### config.mk
export PLATFORM = sky130hd
export DESIGN_NAME = card_shuffler_flat
export DESIGN_NICKNAME = d
export VERILOG_FILES = /design/src/rtl/tenthirty_pkg.sv /design/src/rtl/card_shuffler_if.sv /design/src/rtl/card_shuffler_lfsr16.sv /design/src/rtl/card_shuffler.sv /design/src/flat_wrapper.sv
export SDC_FILE = /design/constraint.sdc
export NUM_CORES = 1
export LEC_CHECK = 0
export CAP_MARGIN = 30
export CELL_PAD_IN_SITES_DETAIL_PLACEMENT = 1
export CELL_PAD_IN_SITES_GLOBAL_PLACEMENT = 2
export CORE_MARGIN = 1
export CORE_UTILIZATION = 30
export CTS_CLUSTER_SIZE = 20
export DETAILED_ROUTE_END_ITERATION = 8
export PLACE_DENSITY_LB_ADDON = 0.1
export SLEW_MARGIN = 20
export SYNTH_ARGS = -nofsm -noshare
export SYNTH_HDL_FRONTEND = slang
export SYNTH_HIERARCHICAL = 1
export SYNTH_SLANG_ARGS = --single-unit
### constraint.sdc
create_clock -name clk -period 9 [get_ports clk]
set_clock_uncertainty 0.2 [all_clocks]
set_input_delay 0.9 -clock clk [delete_from_list [all_inputs] [get_ports clk]]
set_output_delay 0.9 -clock clk [all_outputs]
set_load 0.05 [all_outputs]
### src/rtl/tenthirty_pkg.sv
// Shared types and constants for the ten-and-a-half game: deck geometry,
// LFSR taps, the card-source state enum and its debug view.
package tenthirty_pkg;

  localparam int          DECK_SIZE = 52;
  localparam int          CARD_W    = 4;
  localparam int          MAX_VALUE = 13;
  localparam logic [15:0] LFSR_TAPS = 16'hB400;

  typedef enum logic [1:0] {
    SHUFFLE = 2'd0,
    READY   = 2'd1,
    EMPTY   = 2'd2
  } deck_state_e;

  typedef struct packed {
    deck_state_e state;
    logic [5:0]  idx;
    logic [5:0]  ptr;
    logic [15:0] lfsr;
  } shuffler_dbg_t;

  // Smallest all-ones mask covering i, so a masked random draw lands in
  // [0, i] at least half the time.
  function automatic logic [5:0] span_mask(input logic [5:0] i);
    if (i > 6'd31)      return 6'h3F;
    else if (i > 6'd15) return 6'h1F;
    else if (i > 6'd7)  return 6'h0F;
    else if (i > 6'd3)  return 6'h07;
    else if (i > 6'd1)  return 6'h03;
    else                return 6'h01;
  endfunction

endpackage

### src/rtl/card_shuffler_if.sv
// Deal/status bus between the card source (slave) and the game controller (master).
interface card_shuffler_if;
  import tenthirty_pkg::*;

  // pip and shuffle are level requests sampled on every clock; there is no
  // ready handshake: a request seen while busy is dropped, never queued.
  logic          pip;
  logic          shuffle;
  logic [3:0]    number;
  logic          busy;
  logic          empty;
  logic [5:0]    cards_left;
  shuffler_dbg_t dbg;

  modport master (
    output pip, shuffle,
    input  number, busy, empty, cards_left, dbg
  );

  modport slave (
    input  pip, shuffle,
    output number, busy, empty, cards_left, dbg
  );

endinterface

### src/rtl/card_shuffler_lfsr16.sv
// 16-bit Galois LFSR with seed load; a zero seed is promoted to 1 so the
// register can never lock up.
module lfsr16
  import tenthirty_pkg::*;
#(
  parameter logic [15:0] SEED = 16'hACE1,
  parameter logic [15:0] TAPS = LFSR_TAPS
) (
  input  logic        clk,
  input  logic        rst_n,
  input  logic        step_i,
  input  logic        load_i,
  output logic [15:0] state_o
);

  localparam logic [15:0] SEED_EFF = (SEED == 16'h0000) ? 16'h0001 : SEED;

  logic [15:0] state_q;

  always_ff @(posedge clk or negedge rst_n) begin
    if (!rst_n) begin
      state_q <= SEED_EFF;
    end else if (load_i) begin
      state_q <= SEED_EFF;
    end else if (step_i) begin
      state_q <= {1'b0, state_q[15:1]} ^ (state_q[0] ? TAPS : 16'h0000);
    end
  end

  assign state_o = state_q;

endmodule

### src/rtl/card_shuffler.sv
// 52-card deck with in-place Fisher-Yates shuffle and one-card-per-cycle dealing.
module card_shuffler
  import tenthirty_pkg::*;
#(
  parameter logic [15:0] SEED = 16'hACE1
) (
  input logic             clk,
  input logic             rst_n,
  card_shuffler_if.slave  bus
);

  localparam logic [5:0] LAST_IDX = 6'(DECK_SIZE - 1);
  localparam logic [5:0] FULL     = 6'(DECK_SIZE);

  logic [15:0]       lfsr;
  deck_state_e       state_q;
  logic [CARD_W-1:0] deck_q [DECK_SIZE];
  logic [5:0]        idx_q;
  logic [5:0]        ptr_q;
  logic [CARD_W-1:0] number_q;
  logic              busy_q;
  logic              empty_q;
  logic [5:0]        left_q;

  logic [5:0]        cand_d;
  logic [5:0]        ptr_d;

  lfsr16 #(.SEED(SEED), .TAPS(LFSR_TAPS)) u_lfsr (
    .clk     (clk),
    .rst_n   (rst_n),
    .step_i  (1'b1),
    .load_i  (1'b0),
    .state_o (lfsr)
  );

  assign cand_d = lfsr[5:0] & span_mask(idx_q);
  assign ptr_d  = ptr_q + 6'd1;

  always_ff @(posedge clk or negedge rst_n) begin
    if (!rst_n) begin
      state_q  <= SHUFFLE;
      idx_q    <= LAST_IDX;
      ptr_q    <= '0;
      number_q <= '0;
      busy_q   <= 1'b1;
      empty_q  <= 1'b0;
      left_q   <= FULL;
      for (int n = 0; n < DECK_SIZE; n++) begin
        deck_q[n] <= CARD_W'((n % MAX_VALUE) + 1);
      end
    end else begin
      number_q <= '0;
      case (state_q)
        SHUFFLE: begin
          // A draw above i is rejected and retried with the next LFSR value.
          if (cand_d <= idx_q) begin
            deck_q[idx_q]  <= deck_q[cand_d];
            deck_q[cand_d] <= deck_q[idx_q];
            if (idx_q == 6'd1) begin
              ptr_q   <= '0;
              state_q <= READY;
              busy_q  <= 1'b0;
            end else begin
              idx_q <= idx_q - 6'd1;
            end
          end
        end
        READY: begin
          if (bus.shuffle) begin
            state_q <= SHUFFLE;
            idx_q   <= LAST_IDX;
            busy_q  <= 1'b1;
            empty_q <= 1'b0;
            left_q  <= FULL;
          end else if (bus.pip) begin
            number_q <= deck_q[ptr_q];
            ptr_q    <= ptr_d;
            left_q   <= FULL - ptr_d;
            if (ptr_d == FULL) begin
              state_q <= EMPTY;
              empty_q <= 1'b1;
            end
          end
        end
        EMPTY: begin
          if (bus.shuffle) begin
            state_q <= SHUFFLE;
            idx_q   <= LAST_IDX;
            busy_q  <= 1'b1;
            empty_q <= 1'b0;
            left_q  <= FULL;
          end
        end
        default: begin
          state_q <= SHUFFLE;
          idx_q   <= LAST_IDX;
          busy_q  <= 1'b1;
        end
      endcase
    end
  end

  assign bus.number     = number_q;
  assign bus.busy       = busy_q;
  assign bus.empty      = empty_q;
  assign bus.cards_left = left_q;
  assign bus.dbg        = '{state: state_q, idx: idx_q, ptr: ptr_q, lfsr: lfsr};

endmodule

### src/flat_wrapper.sv
// flat-port wrapper written by rule: the top's interface ports become plain ports
module card_shuffler_flat import tenthirty_pkg::*;
#(
  parameter logic [15:0] SEED = 16'hACE1
)
  (clk, rst_n, bus_pip, bus_shuffle, bus_number, bus_busy, bus_empty, bus_cards_left, bus_dbg);
  card_shuffler_if bus_i ();
  input logic clk;
  input logic rst_n;
  input wire logic [$bits(bus_i.pip)-1:0] bus_pip;
  input wire logic [$bits(bus_i.shuffle)-1:0] bus_shuffle;
  output wire logic [$bits(bus_i.number)-1:0] bus_number;
  output wire logic [$bits(bus_i.busy)-1:0] bus_busy;
  output wire logic [$bits(bus_i.empty)-1:0] bus_empty;
  output wire logic [$bits(bus_i.cards_left)-1:0] bus_cards_left;
  output wire logic [$bits(bus_i.dbg)-1:0] bus_dbg;
  assign bus_i.pip = bus_pip;
  assign bus_i.shuffle = bus_shuffle;
  assign bus_number = bus_i.number;
  assign bus_busy = bus_i.busy;
  assign bus_empty = bus_i.empty;
  assign bus_cards_left = bus_i.cards_left;
  assign bus_dbg = bus_i.dbg;
  card_shuffler #(.SEED(SEED)) u_core (.clk(clk), .rst_n(rst_n), .bus(bus_i));
endmodule
Yosys cells after proc, flatten, opt, wreduce, memory -nomap -nowiden --
Index checks and enable logic that the tools add are counted.
Word-level totals: bits in registers 250, input bits 4, output and inout port bits 42, word-level logic and storage cells 158
Operators by class: $add $sub $neg 3, magnitude comparators 11, eq/ne operators 13, mux-type cells 53, bitwise logic cells 5, reductions and logical operators 13
Operators by type and width (number):
- $bwmux W208 | 2
- $mux W6 | 14
- $bmux W4 S6 | 3
- $demux W4 S6 | 2
- $mux W4 | 11
- $pmux W6 S2 | 3
- $ge A7 B7 Y1 const B | 3
- $not A6 Y7 | 3
- $mux W16 | 1
- $xor A15 B16 Y16 | 1
- $lt A7 B1 Y1 const B | 2
- $mux W2 | 7
- $reduce_and A5 Y1 | 2
- $reduce_and A3 Y1 | 3
- $ne A2 B2 Y1 const B | 4
- $mux W1 | 7
- $add A6 B1 Y6 const B | 1
- $and A6 B6 Y6 | 1
- $eq A6 B1 Y1 const B | 1
- $eq A6 B6 Y1 const B | 1
- $gt A6 B1 Y1 const B | 1
- $gt A6 B2 Y1 const B | 1
- $gt A6 B3 Y1 const B | 1
- $gt A6 B4 Y1 const B | 1
- 17 further kinds | 22

Logic depth before layout (Yosys ltp) --
Gate-level depths: netlist of the first run.
depth after elaboration 13, depth in mapped cells 18, mapped depth without buffers 13

By module --
The synthesis of the first run kept the hierarchy.
Modules (own cells, without submodules):
- card_shuffler | instances 1, cells an instance 1791, area an instance 16821.1 um2
- lfsr16 | instances 1, cells an instance 56, area an instance 726.9 um2

Worst setup path before layout of the first run --
No wires, ideal clock.
path kind reg2reg, start point reg u_core.idx_q[1], end point reg u_core/deck_q[177] (netlist bit), data arrival time 4.161 ns, required time 8.654 ns, path slack 4.493 ns, stages on the path, launching flop included 19, path buffers 6, period minus slack after synthesis 4.507 ns, path through dfstp_2 > buf_2 > clkinv_1 > ha_1 > clkbuf_1 > nor2_1 > o21ai_4 > inv_2 > buf_2 > ha_1 > nand2b_1 > a21oi_1 > o31ai_1 > clkbuf_1 > clkbuf_1 > clkbuf_1 > o21ai_0 > nand2_1 > o221ai_1
On the way: longest elaborated chain between the ends 13, elaborated cells on any way between the ends 33
Ends and longest elaborated chain:
- start: declaration | RTL line card_shuffler.sv:18 | logic [5:0] idx_q;
- start signal: assignment | RTL line card_shuffler.sv:64 | idx_q <= idx_q - 6'd1;
- $gt A6 B1 Y1 | RTL line tenthirty_pkg.sv:30 | else if (i > 6'd1) return 6'h03;
- $mux W2 | RTL line tenthirty_pkg.sv:30
- $mux W6 | RTL line tenthirty_pkg.sv:29 | else if (i > 6'd3) return 6'h07;
- $mux W6 | RTL line tenthirty_pkg.sv:28 | else if (i > 6'd7) return 6'h0F;
- $mux W6 | RTL line tenthirty_pkg.sv:27 | else if (i > 6'd15) return 6'h1F;
- $mux W6 | RTL line tenthirty_pkg.sv:26 | if (i > 6'd31) return 6'h3F;
- $and A6 B6 Y6 | RTL line card_shuffler.sv:36 | assign cand_d = lfsr[5:0] & span_mask(idx_q);
- $not A6 Y7 (not written as such) | RTL line card_shuffler.sv:57, card_shuffler.sv:58
- $ge A7 B7 Y1 (not written as such), or another cell as far along | RTL line card_shuffler.sv:58 | deck_q[cand_d] <= deck_q[idx_q];
- $logic_and A1 B1 Y1 (not written as such) or $mux W4 (tied branches) | RTL line card_shuffler.sv:58, card_shuffler.sv:57
- $mux W4, on equally long branches | RTL line card_shuffler.sv:58, card_shuffler.sv:57
- $demux W4 S6 or $bwmux W208 (tied branches) | RTL line card_shuffler.sv:58, card_shuffler.sv:57
- $bwmux W208 | RTL line card_shuffler.sv:58
- end signal: indexed assignment | RTL line card_shuffler.sv:49 | deck_q[n] <= CARD_W'((n % MAX_VALUE) + 1);
- end signal: indexed assignment | RTL line card_shuffler.sv:57 | deck_q[idx_q] <= deck_q[cand_d];
- end signal: indexed assignment | RTL line card_shuffler.sv:58
- end: declaration | RTL line card_shuffler.sv:17 | logic [CARD_W-1:0] deck_q [DECK_SIZE];
Several ways; a longest one is shown, not always the timed one. The select of a mux whose other input is x is not followed. A chain may end at the register's enable or synchronous reset.

Worst setup path after layout of the first run --
start point reg u_core.idx_q[1], end point reg u_core/deck_q[111] (netlist bit)
The elaborated chain is that of the path after synthesis.

==> results of run 1 <==
==> metrics by stage <==
stage | hold WS (ps) | utilization | total power [W] | worst slack, ps | std cells
2_1_floorplan | 258 | - | 0.00322 | 4490 | 1852
3_3_place_gp | 281 | 0.325 | 0.00453 | 3450 | 2544
3_5_place_dp | 290 | 0.327 | 0.00456 | 3210 | 2552
4_1_cts | 221 | 0.345 | 0.00592 | 3190 | 2613
5_1_grt | 243 | 0.345 | 0.00614 | 2760 | 2613
6_report | 172 | 0.345 | 0.00595 | 3010 | 2614
==> synth_stat cells (21+ instances only) <==
cell	number	area, sq um
nand2_1	295	1110
o221ai_1	146	1280
dfrtp_1	134	3350
nor2_1	134	503
dfstp_2	116	3050
mux4_2	91	2050
clkbuf_1	83	312
o21ai_0	76	380
a22oi_1	65	488
buf_2	52	260
nor3_1	45	225
inv_1	43	161
nand3_1	43	215
o211ai_1	40	300
a221oi_1	35	307
a21oi_1	34	170
a31oi_1	31	194
mux2i_1	28	280
or3_1	26	163
o22ai_1	23	144
a22o_1	22	193
o21bai_1	21	158
==> metal layers <==
metal	track usage	wire [um]	up-vias
met4	0.128	3940	0
met3	0.0446	6500	161
met5	0	0	-
met2	0.479	41600	768
li1	-	-	7200
met1	0.438	40600	9244
==> sequential cells by signal, indices dropped and copies added, names as in the netlist <==
register and cells:
u_core/state_q 2, u_core/u_lfsr/state_o 16, u_core/bus.cards_left 6, u_core/bus.number 4
u_core/bus.busy 1, u_core/bus.empty 1, u_core/deck_q 208, u_core/idx_q 6
u_core/ptr_q 6
==> final cells by class <==
| class | instances | area [sq um] |
|---|---|---|
| repair buffers | 98 | 937 |
| diodes | 1 | 2.50 |
| fillers | 6495 | 37800 |
| clock buffers | 54 | 1020 |
| multi-input cells | 1392 | 10400 |
| clock inverters | 7 | 41.3 |
| well taps | 765 | 957 |
| flip-flops and latches | 250 | 6410 |
| inverters | 47 | 176 |
==> worst paths after layout <==
check	slack (ps)	end
setup / recovery	3010	u_core/deck_q[111]$_DFFE_PN1P_
hold / removal	170	u_core/u_lfsr/state_o[9]$_DFFE_PN0P_
setup reg to reg	3010	u_core/deck_q[111]$_DFFE_PN1P_
hold reg to reg	300	u_core/deck_q[13]$_DFFE_PN1P_
max in group asynchronous	7040	u_core/ptr_q[0]$_DFFE_PN0P_
min in group clk	300	u_core/deck_q[13]$_DFFE_PN1P_
==> power breakdown <==
part / leakage (nW) / internal [W] / total (W) / switching (W)
sequential: 3.02 / 0.00145 / 0.00188 / 0.000427
clock: 0.518 / 0.000778 / 0.00133 / 0.000548
combinational: 3.40 / 0.000722 / 0.00274 / 0.00202
total: 6.94 / 0.00295 / 0.00595 / 0.00300
==> kinds of logic after synthesis <==
family	count (synthesis)	share of synthesized area
AO/OA/AOI/OAI	590	0.260
XOR/XNOR	11	0.00549
adder cells (fa/ha/maj)	14	0.00998
flip-flops	250	0.365
multiplexers	129	0.139
buffers and inverters	210	0.0520
other	2	0.000428
AND/OR/NAND/NOR	641	0.168
==> results.md, run 1 <==
- Global route overflow: 0
- Data required time of the worst path: approximately 9000 ps
- NumNets Final: ~1.8k
- Via count: 17.4k
- WS Path Type: register to register
- Area post-placement: between 15,000 and 20,000 sq um
- Fin. max-slew vios: 0
- Worst skew pair latency: between 500 and 600 ps
- Synthesized area: ~18,000 sq um
- Post-route DRC: 0
- CP top delay family: buffers and inverters
- CP peak stage delay: about 850 ps
- Final setup fails: 0
- Detailed Routing Iterations Pass 1: 5
- Clock Pin Slew Worst Setup and Hold Paths: 60 ps
- Die Y-Extent: approximately 240 um
- Wire per inst: between 30 and 40 um
- GPL Wtd Cong: approximately 0.96
- Fin area: 19,900 sq um
- Power Density: between 200 and 300 nW/um^2
- Distinct cell type count after synthesis: 88
- Die X: roughly 240 um
- Num CTS Buffers: 34
- Max-cap violations: 0
- CTS tree: done
- Post-synth ARST share: 1.00
- Most frequent CP cell: ha_1
- Post-CTS Setup Inserts: 0
- CP Capture Type: register
- Initial drt markers: ~1.9k
- EDFF count, synth: 0
- Critical-path cell list: clkinv_1 -> ha_1 -> nor2_1 -> o21ai_4 -> inv_2 -> ha_1 -> nand2b_1 -> a21oi_1 -> o31ai_4 -> buf_12 -> nand2_1 -> nor3_1 -> inv_1 -> o221ai_1
- Buf/Inv on CP: 4
- Status: finished, final reports clean
- Slowest CP cell: dfstp_2
- Yosys reg bits: 250
- Sequential fraction of the synthesis area: 0.365
- Largest net degree at the start of global routing: roughly 150
- Number of global-route vias before repair: between 15k and 20k
- Clk root buf: clkbuf_16
- Antenna violations before repair: 0
- Worst setup SP type: register
- Fin Setup TNS: 0 ps
- Critical path depth in cells: 14
- Layout cell share with drive strength beyond 1: 0.204
- Max Root-Sink Buffers: 3
- Hold Crit Class: primary input to async pin
- Commonest non-fill, non-tap cells in the layout: nand2_1, o221ai_1, nor2_1, dfrtp_1, dfstp_2
- Commonest non-fill, non-tap cell in the layout: nand2_1
- Pleak: a little under 7 nW
- Max frequency: roughly 170 MHz
- Routed WL: 92,700 um
- Crit path max fanout: 97
- Slew HR: 0.265
- Initial Utilization: 0.304
- Port buffer count: between 40 and 50
- Routed Antenna Nets: 0
- CTS sink count: 250
- Minimum clock period: around 6000 ps
- Row count: a little under 90
- Worst-Margin Slew: 1100 ps
- GR Util All Layers: 0.312
- Worst Setup SP: u_core/idx_q[1]$_DFFE_PN1P_
- Global-route wire length before repair: 135,000 um
- Synthesis-to-finish area growth: 13.5%
- Ports: between 40 and 50
- Final hold violations: 0
- Core area: a little under 60,000 sq um
- Post-detail-place hpwl: about 63,000 um
- Reg2reg path depth: 14
- Cells after synthesis: about 1.8k
- Cts hold-fix bufs: 0
- Critical Path AT: 6250 ps
- Launch point of the worst reg-to-reg path: u_core/idx_q[1]$_DFFE_PN1P_
- Vias per Instance: roughly 6.6
- Ys Warns: 6
- Main synth FF type: dfrtp_1
- RSZ-0062 raised after global routing: no
- Worst VDD drop: about 0.00022 V
- Syn_area_per_cell: roughly 9.5 sq um
- Final period util: 0.665
- H-tree levels: 2
- Die ar.: approximately 59,000 sq um
- Gates resized, CTS repair: 0
No activity file was read; power rests on OpenSTA's default activity.
==> run 2: changes to the inputs <==
clock period = 5.24 ns   (was 9 ns; I/O delays follow)
==> run 2 against run 1 <==
Against the previous run:
- fmax is 28% higher
- sequential share of layout area is 0.91 points lower
- power is 82% higher
- via count is 3.4% higher
- highest routed layer unchanged
==> results.md, run 2 (synthesis results as in run 1) <==
- Global-route wire length before repair: approximately 140,000 um
- CP peak stage delay: 600 ps
- CTS tree: done
- Max Root-Sink Buffers: 3
- Clock Pin Slew Worst Setup and Hold Paths: approximately 60 ps
- Global route overflow: 0
- Clk root buf: clkbuf_16
- Hold Crit Class: register to register
- Num CTS Buffers: 35
- Initial drt markers: slightly above 2k
- Post-route DRC: 0
- Fin Setup TNS: 0 ps
- Die ar.: a little under 60,000 sq um
- Worst-Margin Slew: roughly 1000 ps
- Port buffer count: 45
- GPL Wtd Cong: 0.975
- CP top delay family: compound AO/OA/AOI/OAI gates
- Critical Path AT: 4900 ps
- Power Density: ~530 nW/um^2
- Largest net degree at the start of global routing: 94
- CTS sink count: 250
- NumNets Final: roughly 1.9k
- Die Y-Extent: between 200 and 250 um
- Minimum clock period: 4680 ps
- Pleak: about 7.3 nW
- Number of global-route vias before repair: roughly 18k
- ANT cells: 0
- Largest reg by FF count: u_core/deck_q
- Routed Antenna Nets: 0
- GR Util All Layers: 0.323
- Wire per inst: around 36 um
- Slew HR: 0.310
- Slowest CP cell: o31ai_4
- Antenna violations before repair: 2
- Final period util: 0.894
- Core area: 57,700 sq um
- Commonest non-fill, non-tap cell in the layout: nand2_1
- Worst VDD drop: around 0.00033 V
- Data required time of the worst path: around 5500 ps
- Buf/Inv on CP: 2
- Final hold violations: 0
- Die X: 244 um
- Initial Utilization: 0.304
- Worst skew pair latency: 560 ps
- Max-cap violations: 0
- CP Capture Type: register
- Worst Hold Slack: 302 ps
- Detailed Routing Iterations Pass 1: 7
- Vias per Instance: 6.74
- Final setup fails: 0
- RSZ-0062 raised after global routing: no
- Worst setup SP type: register
- Crit path max fanout: 24
- Via count: 18.0k
- Row count: 88
- Largest register FFs: between 200 and 250
- Critical-path cell list: buf_4 -> ha_1 -> nand3b_1 -> a21boi_1 -> buf_4 -> ha_1 -> a211oi_1 -> o21ai_0 -> o31ai_4 -> nand2_1 -> nor3_1 -> a222oi_1
- Synthesis-to-finish area growth: 16.8%
- H-tree levels: 2
- Max frequency: between 200 and 250 MHz
- Layout cell share with drive strength beyond 1: 0.225
- Post-detail-place hpwl: 68,100 um
- Ports: 46
- Routed WL: ~97,000 um
- Status: finished, final reports clean
- WS Path Type: register to register
- R2R Setup Slk: 560 ps
- Commonest non-fill, non-tap cells in the layout: nand2_1, o221ai_1, nor2_1, dfrtp_1, dfstp_2
- Fin. max-slew vios: 0
- Fillers: approximately 6.5k
[run 2: cell types whose count changed in the layout (fill, tap and decap cells not counted), moves of 2 or more]
cell	delta
buf_12	+6
buf_4	+43
bufinv_16	+4
clkinv_2	-2
[run 2: power by group]
group | switching, W | internal [W]
Combinational | 0.00367 | 0.00144
Clock | 0.000987 | 0.00155
Sequential | 0.000696 | 0.00250
Total | 0.00536 | 0.00548
[run 2: cell type report]
| cell class | count | area, sq um | share of cell area |
|---|---|---|---|
| flip-flops and latches | 250 | 6410 | 0.313 |
| repair buffers | 150 | 1430 | 0.0699 |
| well taps | 765 | 957 | 0.0467 |
| inverters | 47 | 176 | 0.00860 |
| clock inverters | 7 | 135 | 0.00659 |
| multi-input cells | 1392 | 10400 | 0.505 |
| clock buffers | 55 | 1030 | 0.0504 |
[run 2: final timing paths]
check / start / to / cells past startpoint
max: u_core/idx_q[0]$_DFFE_PN1P_ / u_core/deck_q[9]$_DFFE_PN1P_ / 12
min: u_core/bus.busy$_DFFE_PN1P_ / u_core/bus.busy$_DFFE_PN1P_ / 2
max reg2reg: u_core/idx_q[0]$_DFFE_PN1P_ / u_core/deck_q[9]$_DFFE_PN1P_ / 12
min reg2reg: u_core/bus.busy$_DFFE_PN1P_ / u_core/bus.busy$_DFFE_PN1P_ / 2
max in group asynchronous: rst_n / u_core/deck_q[38]$_DFFE_PN1P_ / 3
min in group asynchronous: rst_n / u_core/deck_q[195]$_DFFE_PN0P_ / 2
[run 2: through the flow]
stage	utilization	power [W]	setup slack (ps)	instances	cell area [sq um]
CTS	0.355	0.0107	618	2666	20500
finish	0.355	0.0108	557	2666	20500
global placement	0.333	0.00802	265	2596	19200
detailed placement	0.335	0.00815	632	2603	19300
global route	0.355	0.0111	295	2666	20500
floorplan	-	0.00553	733	1852	17600
[run 2: what timing repair did]
action | 4_1_cts | 5_1_grt
hold buffers | 1 | 0
gates resized for setup | 0 | 0
setup buffers | 0 | 0
hold endpoints to repair | 48 | 0
[run 2: metal layers]
layer | GRT usage | routed length (um) | vias up
met5 | 0 | 0 | -
met4 | 0.140 | 4560 | 0
met3 | 0.0597 | 7900 | 205
met2 | 0.493 | 43000 | 970
met1 | 0.445 | 41300 | 9496
li1 | - | - | 7296
[run 2: tightest hold or removal path, stage by stage (launching register included)]
cell and delay (ps):
dfstp_2 360, o21ai_0 50, o21ai_0 80
